==> src/rtl/hyperpipe_credit_channel.sv <==
// Valid/ready stream carried over a retimable register line into an end-of-line FIFO,
// with credit-based, pipelined ready return. Optional statistics: HYPERPIPE_CHANNEL_STATS_EN.
module hyperpipe_credit_channel #(
  parameter int WIDTH        = 32,
  parameter int CYCLES       = 4,
  parameter int READY_CYCLES = 2,
  parameter int FIFO_DEPTH   = 32
) (
  input  logic                          clk,
  input  logic                          rst,
  input  logic                          inValid,
  input  logic [WIDTH-1:0]              inData,
  output logic                          inReady,
  output logic                          outValid,
  output logic [WIDTH-1:0]              outData,
  input  logic                          outReady,
  output logic [$clog2(FIFO_DEPTH):0]   occupancy,
  output logic                          overflowErr
`ifdef HYPERPIPE_CHANNEL_STATS_EN
  ,
  output logic [$clog2(FIFO_DEPTH):0]   maxOccupancy,
  output logic [31:0]                   stallCycles,
  output logic [31:0]                   starveCycles
`endif
);

  localparam int AW = $clog2(FIFO_DEPTH);
  localparam int OW = AW + 1;
  localparam int PW = $clog2(CYCLES + 2);

  if (FIFO_DEPTH < 2 || (FIFO_DEPTH & (FIFO_DEPTH - 1)) != 0) begin : g_bad_depth
    $error("hyperpipe_credit_channel: FIFO_DEPTH must be a power of two");
  end
  if (FIFO_DEPTH < READY_CYCLES + 3) begin : g_bad_credit
    $error("hyperpipe_credit_channel: FIFO_DEPTH must be >= READY_CYCLES+3");
  end
  if (CYCLES < 0 || READY_CYCLES < 0) begin : g_bad_stages
    $error("hyperpipe_credit_channel: stage counts must be non-negative");
  end

  logic             accept;
  logic             wr_en;
  logic [WIDTH-1:0] wr_data;

  assign accept = inValid && inReady;

  // ---------------------------------------------------------------- forward line
  if (CYCLES == 0) begin : g_no_stages
    assign wr_en   = accept;
    assign wr_data = inData;
  end else begin : g_stages
    logic [CYCLES-1:0] stage_valid_q, stage_valid_d;
    logic [WIDTH-1:0]  stage_data_q [CYCLES];
    logic [WIDTH-1:0]  stage_data_d [CYCLES];

    always_comb begin
      stage_valid_d[0] = accept;
      stage_data_d[0]  = inData;
      for (int i = 1; i < CYCLES; i++) begin
        stage_valid_d[i] = stage_valid_q[i-1];
        stage_data_d[i]  = stage_data_q[i-1];
      end
    end

    // NOTE: sequential state is written only with non-blocking assignments so every
    // flop samples the pre-edge value of its neighbour, independent of process order.
    always_ff @(posedge clk) begin
      if (rst) stage_valid_q <= '0;
      else     stage_valid_q <= stage_valid_d;
    end

    // NOTE: payload stages carry no reset and no enable; only the valid bits need a known
    // value, and plain registers are what lets the retimer move them along the route.
    always_ff @(posedge clk) begin
      stage_data_q <= stage_data_d;
    end

    assign wr_en   = stage_valid_q[CYCLES-1];
    assign wr_data = stage_data_q[CYCLES-1];
  end

  // ---------------------------------------------------------------- FIFO + credit state
  logic [WIDTH-1:0] mem_q [FIFO_DEPTH];
  logic [AW-1:0]    wr_ptr_q, wr_ptr_d;
  logic [AW-1:0]    rd_ptr_q, rd_ptr_d;
  logic [OW-1:0]    occupancy_q, occupancy_d;
  logic [PW-1:0]    pipe_count_q, pipe_count_d;
  logic             overflow_q, overflow_d;
  logic             ready_raw_q, ready_raw_d;
  logic             full, empty, pop, push_ok;

  // NOTE: every combinational output gets a default first, so no path can infer a latch.
  always_comb begin
    full     = (occupancy_q == OW'(FIFO_DEPTH));
    empty    = (occupancy_q == '0);
    pop      = outReady && !empty;
    // A pop in the same cycle frees the slot, so a push at full is still accepted.
    push_ok  = wr_en && (!full || pop);

    wr_ptr_d     = wr_ptr_q;
    rd_ptr_d     = rd_ptr_q;
    occupancy_d  = occupancy_q;
    pipe_count_d = pipe_count_q;
    overflow_d   = overflow_q || (wr_en && full && !pop);

    if (push_ok) wr_ptr_d = wr_ptr_q + 1'b1;
    if (pop)     rd_ptr_d = rd_ptr_q + 1'b1;

    if (push_ok && !pop)      occupancy_d = occupancy_q + 1'b1;
    else if (pop && !push_ok) occupancy_d = occupancy_q - 1'b1;

    if (accept && !wr_en)      pipe_count_d = pipe_count_q + 1'b1;
    else if (!accept && wr_en) pipe_count_d = pipe_count_q - 1'b1;

    // Headroom covers items that can still be accepted while the ready decision travels back.
    ready_raw_d = (int'(occupancy_q) + int'(pipe_count_q) + READY_CYCLES + 2) <= FIFO_DEPTH;
  end

  always_ff @(posedge clk) begin
    if (rst) begin
      wr_ptr_q     <= '0;
      rd_ptr_q     <= '0;
      occupancy_q  <= '0;
      pipe_count_q <= '0;
      overflow_q   <= 1'b0;
      ready_raw_q  <= 1'b0;
    end else begin
      wr_ptr_q     <= wr_ptr_d;
      rd_ptr_q     <= rd_ptr_d;
      occupancy_q  <= occupancy_d;
      pipe_count_q <= pipe_count_d;
      overflow_q   <= overflow_d;
      ready_raw_q  <= ready_raw_d;
    end
  end

  // NOTE: storage is not reset; the pointers and occupancy alone define which entries are live.
  always_ff @(posedge clk) begin
    if (push_ok) mem_q[wr_ptr_q] <= wr_data;
  end

  // ---------------------------------------------------------------- ready return line
  if (READY_CYCLES == 0) begin : g_no_ready_pipe
    assign inReady = ready_raw_q;
  end else begin : g_ready_pipe
    logic [READY_CYCLES-1:0] ready_pipe_q, ready_pipe_d;

    always_comb begin
      ready_pipe_d[0] = ready_raw_q;
      for (int i = 1; i < READY_CYCLES; i++) begin
        ready_pipe_d[i] = ready_pipe_q[i-1];
      end
    end

    always_ff @(posedge clk) begin
      if (rst) ready_pipe_q <= '0;
      else     ready_pipe_q <= ready_pipe_d;
    end

    assign inReady = ready_pipe_q[READY_CYCLES-1];
  end

  assign outValid    = !empty;
  assign outData     = mem_q[rd_ptr_q];
  assign occupancy   = occupancy_q;
  assign overflowErr = overflow_q;

`ifdef HYPERPIPE_CHANNEL_STATS_EN
  // ---------------------------------------------------------------- statistics
  logic [OW-1:0] max_occ_q, max_occ_d;
  logic [31:0]   stall_q, stall_d;
  logic [31:0]   starve_q, starve_d;

  always_comb begin
    max_occ_d = max_occ_q;
    stall_d   = stall_q;
    starve_d  = starve_q;
    if (occupancy_q > max_occ_q)                    max_occ_d = occupancy_q;
    if (inValid && !inReady && stall_q != '1)       stall_d   = stall_q + 1'b1;
    if (outReady && !outValid && starve_q != '1)    starve_d  = starve_q + 1'b1;
  end

  always_ff @(posedge clk) begin
    if (rst) begin
      max_occ_q <= '0;
      stall_q   <= '0;
      starve_q  <= '0;
    end else begin
      max_occ_q <= max_occ_d;
      stall_q   <= stall_d;
      starve_q  <= starve_d;
    end
  end

  assign maxOccupancy = max_occ_q;
  assign stallCycles  = stall_q;
  assign starveCycles = starve_q;
`endif

endmodule

==> config.mk <==
export PLATFORM = sky130hd
export DESIGN_NAME = hyperpipe_credit_channel
export DESIGN_NICKNAME = d
export VERILOG_FILES = /design/src/rtl/hyperpipe_credit_channel.sv
export SDC_FILE = /design/constraint.sdc
export NUM_CORES = 1
export LEC_CHECK = 0
export CAP_MARGIN = 20
export CELL_PAD_IN_SITES_DETAIL_PLACEMENT = 0
export CELL_PAD_IN_SITES_GLOBAL_PLACEMENT = 1
export CORE_AREA = 2 2 285 287
export CTS_BUF_LIST = sky130_fd_sc_hd__clkbuf_2
export DETAILED_ROUTE_END_ITERATION = 16
export DIE_AREA = 0 0 287 289
export PLACE_DENSITY = 0.79
export SLEW_MARGIN = 20
export SYNTH_ARGS = -nofsm -noshare
export SYNTH_HDL_FRONTEND = slang
export SYNTH_SLANG_ARGS = --single-unit
==> constraint.sdc <==
create_clock -name clk -period 4 [get_ports clk]
set_input_delay 0.8 -clock clk [delete_from_list [all_inputs] [get_ports clk]]
set_output_delay 0.8 -clock clk [all_outputs]
set_load 0.02 [all_outputs]
# Yosys cells after proc, flatten, opt, wreduce, memory -nomap -nowiden
# Memories as Yosys holds them, arrays and structs flattened. A register that Yosys moved wholly into a read port is not among the register bits.
# Cells that the tools add are included.
[op_classes] shifts=0 multipliers=0 order_cmp=1 addsub=9 bitwise=0 div_mod_pow=0 n_reduce_logical=20 muxes=8 eq_ne=1
[ops] op="6-bit 2-to-1 mux" n=2
[ops] op="5-bit by 1-bit adder with 5-bit output (second input constant)" n=2
[ops] op="5-bit 2-to-1 mux" n=2
[ops] op="8-bit by 2-bit adder with 9-bit output (second input constant)" n=1
[ops] op="9-bit by 6-bit <= comparator with 1-bit output (second input constant)" n=1
[ops] op="1-bit logical AND" n=9
[ops] op="7-bit by 2-bit adder with 8-bit output (second input constant)" n=1
[ops] op="6-bit by 3-bit adder with 7-bit output" n=1
[ops] op="6-bit by 1-bit adder with 6-bit output (second input constant)" n=1
[ops] op="6-bit == test (second input constant)" n=1
[ops] op="1-bit zero test" n=6
[ops] op="6-bit zero test" n=1
[ops] op="3-bit 2-to-1 mux" n=2
[ops] op="6-bit by 1-bit subtractor with 6-bit output (second input constant)" n=1
[ops] op="2-bit nonzero test" n=2
[ops] op="3-bit by 1-bit adder with 3-bit output (second input constant)" n=1
[ops] op="3-bit by 1-bit subtractor with 3-bit output (second input constant)" n=1
[ops] op="1-bit logical OR" n=2
[ops] op="1-bit 2-to-1 mux" n=2
[totals] out_inout_bits=41 ram_bits=1024 elab_cells=52 latch_bits=0 n_memories=1 regBits=155 inputBits=36 romBits=0
[mem_list] memory="mem_q" depth=32 word_bits=32 read_ports=1 rd_clocked_by_memory_dff=1 wr=1 line_no="83" source="logic [WIDTH-1:0] mem_q [FIFO_DEPTH];"

# Logic depth before layout (Yosys ltp)
[logic_depth] depth_word=9 depth_mapped=11 mapped_depth_nobuf=9

# Least setup slack after synthesis
# Ideal clock, no wire load.
[synth_timing] kind="flip-flop to flip-flop" start="register occupancy_q[1] (netlist: occupancy[1])" end="memory mem_q[12][0], enable pin" arrival_ns=2.991 required_ns=3.579 stages_incl_launch_ff=7 setup_ns=0.421 synth_period_minus_slack_ns=3.412 path_buffers=2 setup_slack_ns=0.588 cell_sequence="dfxtp_1 -> or4_1 -> clkbuf_1 -> o31a_1 -> clkbuf_1 -> nand2_1 -> nor2_1"
[synth_between] elab_chain_cells=7 elab_cells_between_ends=9 cone_classes="1 x eq/ne; 2 x mux; 6 x reduce/logical"
[synth_rtl] item="from (decl)" line_no="86" source="logic [OW-1:0] occupancy_q, occupancy_d;"
[synth_rtl] item="from (signal assigned)" line_no="130" source="occupancy_q <= occupancy_d;"
[synth_rtl] item="6-bit zero test" line_no="95" source="empty = (occupancy_q == '0);"
[synth_rtl] item="1-bit zero test" line_no="96" source="pop = outReady && !empty;"
[synth_rtl] item="1-bit logical AND" line_no="96"
[synth_rtl] item="1-bit logical OR (*)" line_no="98" source="push_ok = wr_en && (!full || pop);"
[synth_rtl] item="1-bit logical AND (*)" line_no="98"
[synth_rtl] item="net push_ok" line_no="90" source="logic full, empty, pop, push_ok;"
[synth_rtl] item="1-bit 2-to-1 mux (*)" line_no="139" source="if (push_ok) mem_q[wr_ptr_q] <= wr_data;"
[synth_rtl] item="1-bit 2-to-1 mux (not written as such) (*)" line_no="139"
[synth_rtl] item="to (decl)" line_no="83"
# Mark *: on every way through the listed nets, which the timed path passes. The rest lies on a longest branch.

==> results summary <==
The run finished, with violations left. The final reports fail on setup timing. The maximum net fanout on the critical path came out at 8. The highest clock frequency the design can meet is 221 MHz. Of the available clock period, the critical path in the final layout requires 113%. The H-tree was split into 5 levels. The finished cells cover 0.0518 mm^2. The overall die area is 0.0829 mm^2. The distinct cell type count after synthesis came out at 50. The post-synthesis adder-cell area fraction is 0.627%. The routed design uses 12000 um of met3 wire. The slew at the pin closest to its max-slew limit came out at 1.10 ns. Clock-pin slew was measured on the worst setup and hold paths at 0.10 ns. The worst setup path is captured at an output port. The top-level I/O count came out at 77. The Yosys warning count came out at 0. The number of buffer cells added on primary ports came out at 76. Counting instances in the post-synthesis netlist gives the leading cell types as 1024 x edfxtp_1, 193 x mux2_2, 160 x dfxtp_1. Yosys instantiated no cell more often than edfxtp_1. The dominant combinational cell family by area after synthesis is multiplexers. Setup violations remaining at the end of the flow were counted as 32. The detailed-route wire length on metal 1 is 41300 um. The worst min-delay path class is in2reg.

The number of nets in the synthesized netlist is 2277. The total met2 wirelength after detailed routing came out at 53600 um. The fraction of registers with async set or reset after synthesis is 0%. The synthesis-to-layout area growth is 19.0%. The longest clock path from root to sink contains 4 buffers. The cell with the biggest individual delay on the critical path is or4_4. The design draws 25.9 mW. The leading area contributor after synthesis is edfxtp_1. After detailed routing, the number of remaining DRC violations is 0.

After the last flow step, the layout net total stands at 2731. The top cell type's share of synthesized area is 70.7%. The register bit count reported by yosys came out at 1184.

The initial antenna violation count was 3. The critical path goes through buf_6, buf_12, buf_16, mux4_2, a22o_1, or4_4, buf_6. The max-cap violation count is 0. The tree is rooted in a clkbuf_2. The CTS sink count came out at 1184. The initial standard-cell utilization of the core came out at 54.4%. After synthesis, flip-flops and latches occupy 78.1% of the total area. The worst slew margin relative to its limit came out at 26.6%.

The number of pins exceeding their max-slew limit in the final report is 0. The worst endpoint data arrival time is 3.72 ns. Across the VDD grid, the largest voltage drop is 0.350 mV. The vertical die dimension came out at 289 um. The analysis attributes to cell leakage a power of 17.1 nW. The clock tree from TritonCTS is built.

The maximum number of pins on one net before global-route repair came out at 48. After legalization and detailed placement, the total HPWL measured 53100 um. The placement-stage worst setup slack is 0.291 ns.

Wires add up to 110000 um. Yosys attributes the largest share of cell area to edfxtp_1 71%, dfxtp_1 7.4%, mux4_2 6.6%. The final routed wire length divided by cell count is 28.0 um. The wire length of the first global-routing pass is 158000 um. The power per cell area came out at 501 mW/mm^2. The die is 287 um wide.

The worst-skew pair later-pin latency is 1.48 ns. The worst hold margin came out at 0.202 ns. The leftover overflow at the end of global routing is 0. The via count of the first global-routing pass is 24300. Dividing the synthesized area by the synthesized cell count gives 19.6 um^2. The count of TritonRoute iterations in the first routing pass is 6. Among all flip-flop cells after synthesis, the most frequent one is edfxtp_1. Counting flops with a built-in enable in the synthesized netlist gives 1024. The portion of netlist area occupied by mux cells is 11.7%.

Among the stages of the critical path, the cell type that occurs most often is buf_6. The number of clock buffers added by TritonCTS is 304. The final core utilization came out at 64.8%. The worst setup path is launched from a flop. The number of hold-slack violations in the final timing report came out at 0. The aggregate global-route resource usage is 26.9%. Setup repair after global routing could not meet its margin everywhere. The row count came out at 104. The detailed-route via count is 23700. The uppermost metal layer occupied by signal nets is met5. The area after detailed placement is 0.0465 mm^2. The number of antenna-violating nets in the routed design is 0. The core box area came out at 0.0799 mm^2. The shortest period the worst path allows came out at 4.52 ns. After technology mapping, the gate count stands at 2221.

The final estimated routing congestion in global placement came out at 0.770. Cells with a size suffix above 1 make up 39.1% of the layout. On the final layout, the worst clock skew is 0.156 ns. Summing the areas of all compound-gate instances in the mapped netlist gives 4.64% of the synthesized area. By startpoint and endpoint, the worst setup path is classified as reg2out.

The required time reported for the critical path endpoint came out at 3.20 ns. Once routing completed, OpenROAD measured the worst setup slack at -0.519 ns. The parity-gate share of the synthesized area counting xor and xnor cells is 0.262%. The via count normalized by instance count came out at 6.02.

For this block, the initial DRC count from the detailed router was 2582. Summing the areas of all and, or, nand and nor instances in the mapped netlist gives 3.29% of the synthesized area. The fill cell instance count of the final layout came out at 5385.

The peak per-stage delay on the critical path is 0.56 ns. The synthesized netlist occupies a cell area of 0.0435 mm^2.
[worst max-delay path, delay by kind of cell (launching register included)]
kind,cells,cell delay [ns]
buffers and inverters,4,0.60
muxes,1,0.52
AOI/OAI and AO/OA,1,0.26
DFF,1,0.39
and+or+nand+nor,1,0.56
[cell type report]
class / instances / area [um^2] / share of cell area, %
timing repair buffer: 269 / 3780 / 7.30
multi-input combinational: 903 / 10000 / 19.4
clock inverter: 79 / 443 / 0.856
antenna: 2 / 5.00 / 0.00967
inverter: 13 / 48.8 / 0.0943
tap: 1060 / 1330 / 2.56
sequential: 1184 / 34000 / 65.6
clock buffer: 434 / 2170 / 4.20
[state kept, by name, indices dropped and copies added (netlist names), named ones only]
| register | count |
|---|---|
| mem_q | 1024 |
| g_ready_pipe.ready_pipe_q | 2 |
| rd_ptr_q | 5 |
| pipe_count_q | 3 |
| overflowErr | 1 |
| occupancy | 6 |
| g_stages.stage_valid_q | 4 |
| wr_ptr_q | 5 |
| ready_raw_q | 1 |
| g_stages.stage_data_d | 96 |
| wr_data | 32 |
[layout by cell type, fill, tap and decap left out, types with 34 or more instances in the layout]
cell             netlist  final
a211oi_1              69     56
a22o_1                64     64
buf_12                 0     54
buf_4                  3     57
buf_6                  9     43
clkbuf_2               0    434
clkdlybuf4s50_1        0     42
clkinv_1               0     61
dfxtp_1              160    156
edfxtp_1            1024   1024
mux2_2               193    192
mux4_2               128    128
nor2_4                 0     34
nor2b_1               74     73
nor3_1                65     40
o21ai_0               66     57
[timing repair]
item | 4_1_cts | 5_1_grt
hold buffers | 32 | 1
cloned | 27 | 4
setup endpoints to repair | 33 | 32
endpoints found under the hold margin | 32 | 32
buffers inserted | 41 | 12
resized for setup | 356 | 44
pin swaps | 40 | 21
[power breakdown]
group | switching (mW) | internal (mW) | total (mW) | leakage, nW
clock | 4.65 | 3.21 | 7.86 | 2.02
combinational | 2.06 | 2.26 | 4.32 | 4.55
sequential | 0.240 | 13.5 | 13.7 | 10.5
total | 6.96 | 19.0 | 25.9 | 17.1
[path summary, 6_finish.rpt]
kind / endpoint / startpoint / slack [ns] / cells past startpoint
worst max-delay path: outData[14] / flop / -0.52 / 7
worst min-delay path: g_stages.stage_valid_q[0] / inValid / 0.20 / 3
worst max register to register: occupancy[5] / occupancy[1] / 0.74 / 10
worst min register to register: g_stages.stage_data_d[32] / g_stages.stage_data_d[64] / 0.31 / 0
[cell families (layout without fill, tap and decap cells)]
family | after synthesis | in the layout
adders and majority gates | 20 | 20
other | 0 | 2
and+or+nand+nor | 257 | 257
muxes | 325 | 325
AOI/OAI and AO/OA | 288 | 288
xor gates and xnor gates | 13 | 13
buffers and inverters | 134 | 795
DFF | 1184 | 1184
[through the flow]
step                TNS [ns]  instances
floorplan                  0       2221
global placement           0       3326
detailed placement         0       3326
CTS                   -19.86       3936
global route          -19.50       3944
finish                -14.92       3944
[per-layer routing]
layer / vias to the layer above / track usage (%)
li1: 10100 / -
met1: 12000 / 34.7
met2: 1416 / 42.7
met3: 213 / 8.53
met4: 4 / 11.2
met5: - / 0
(Power assumes the default switching activity.)
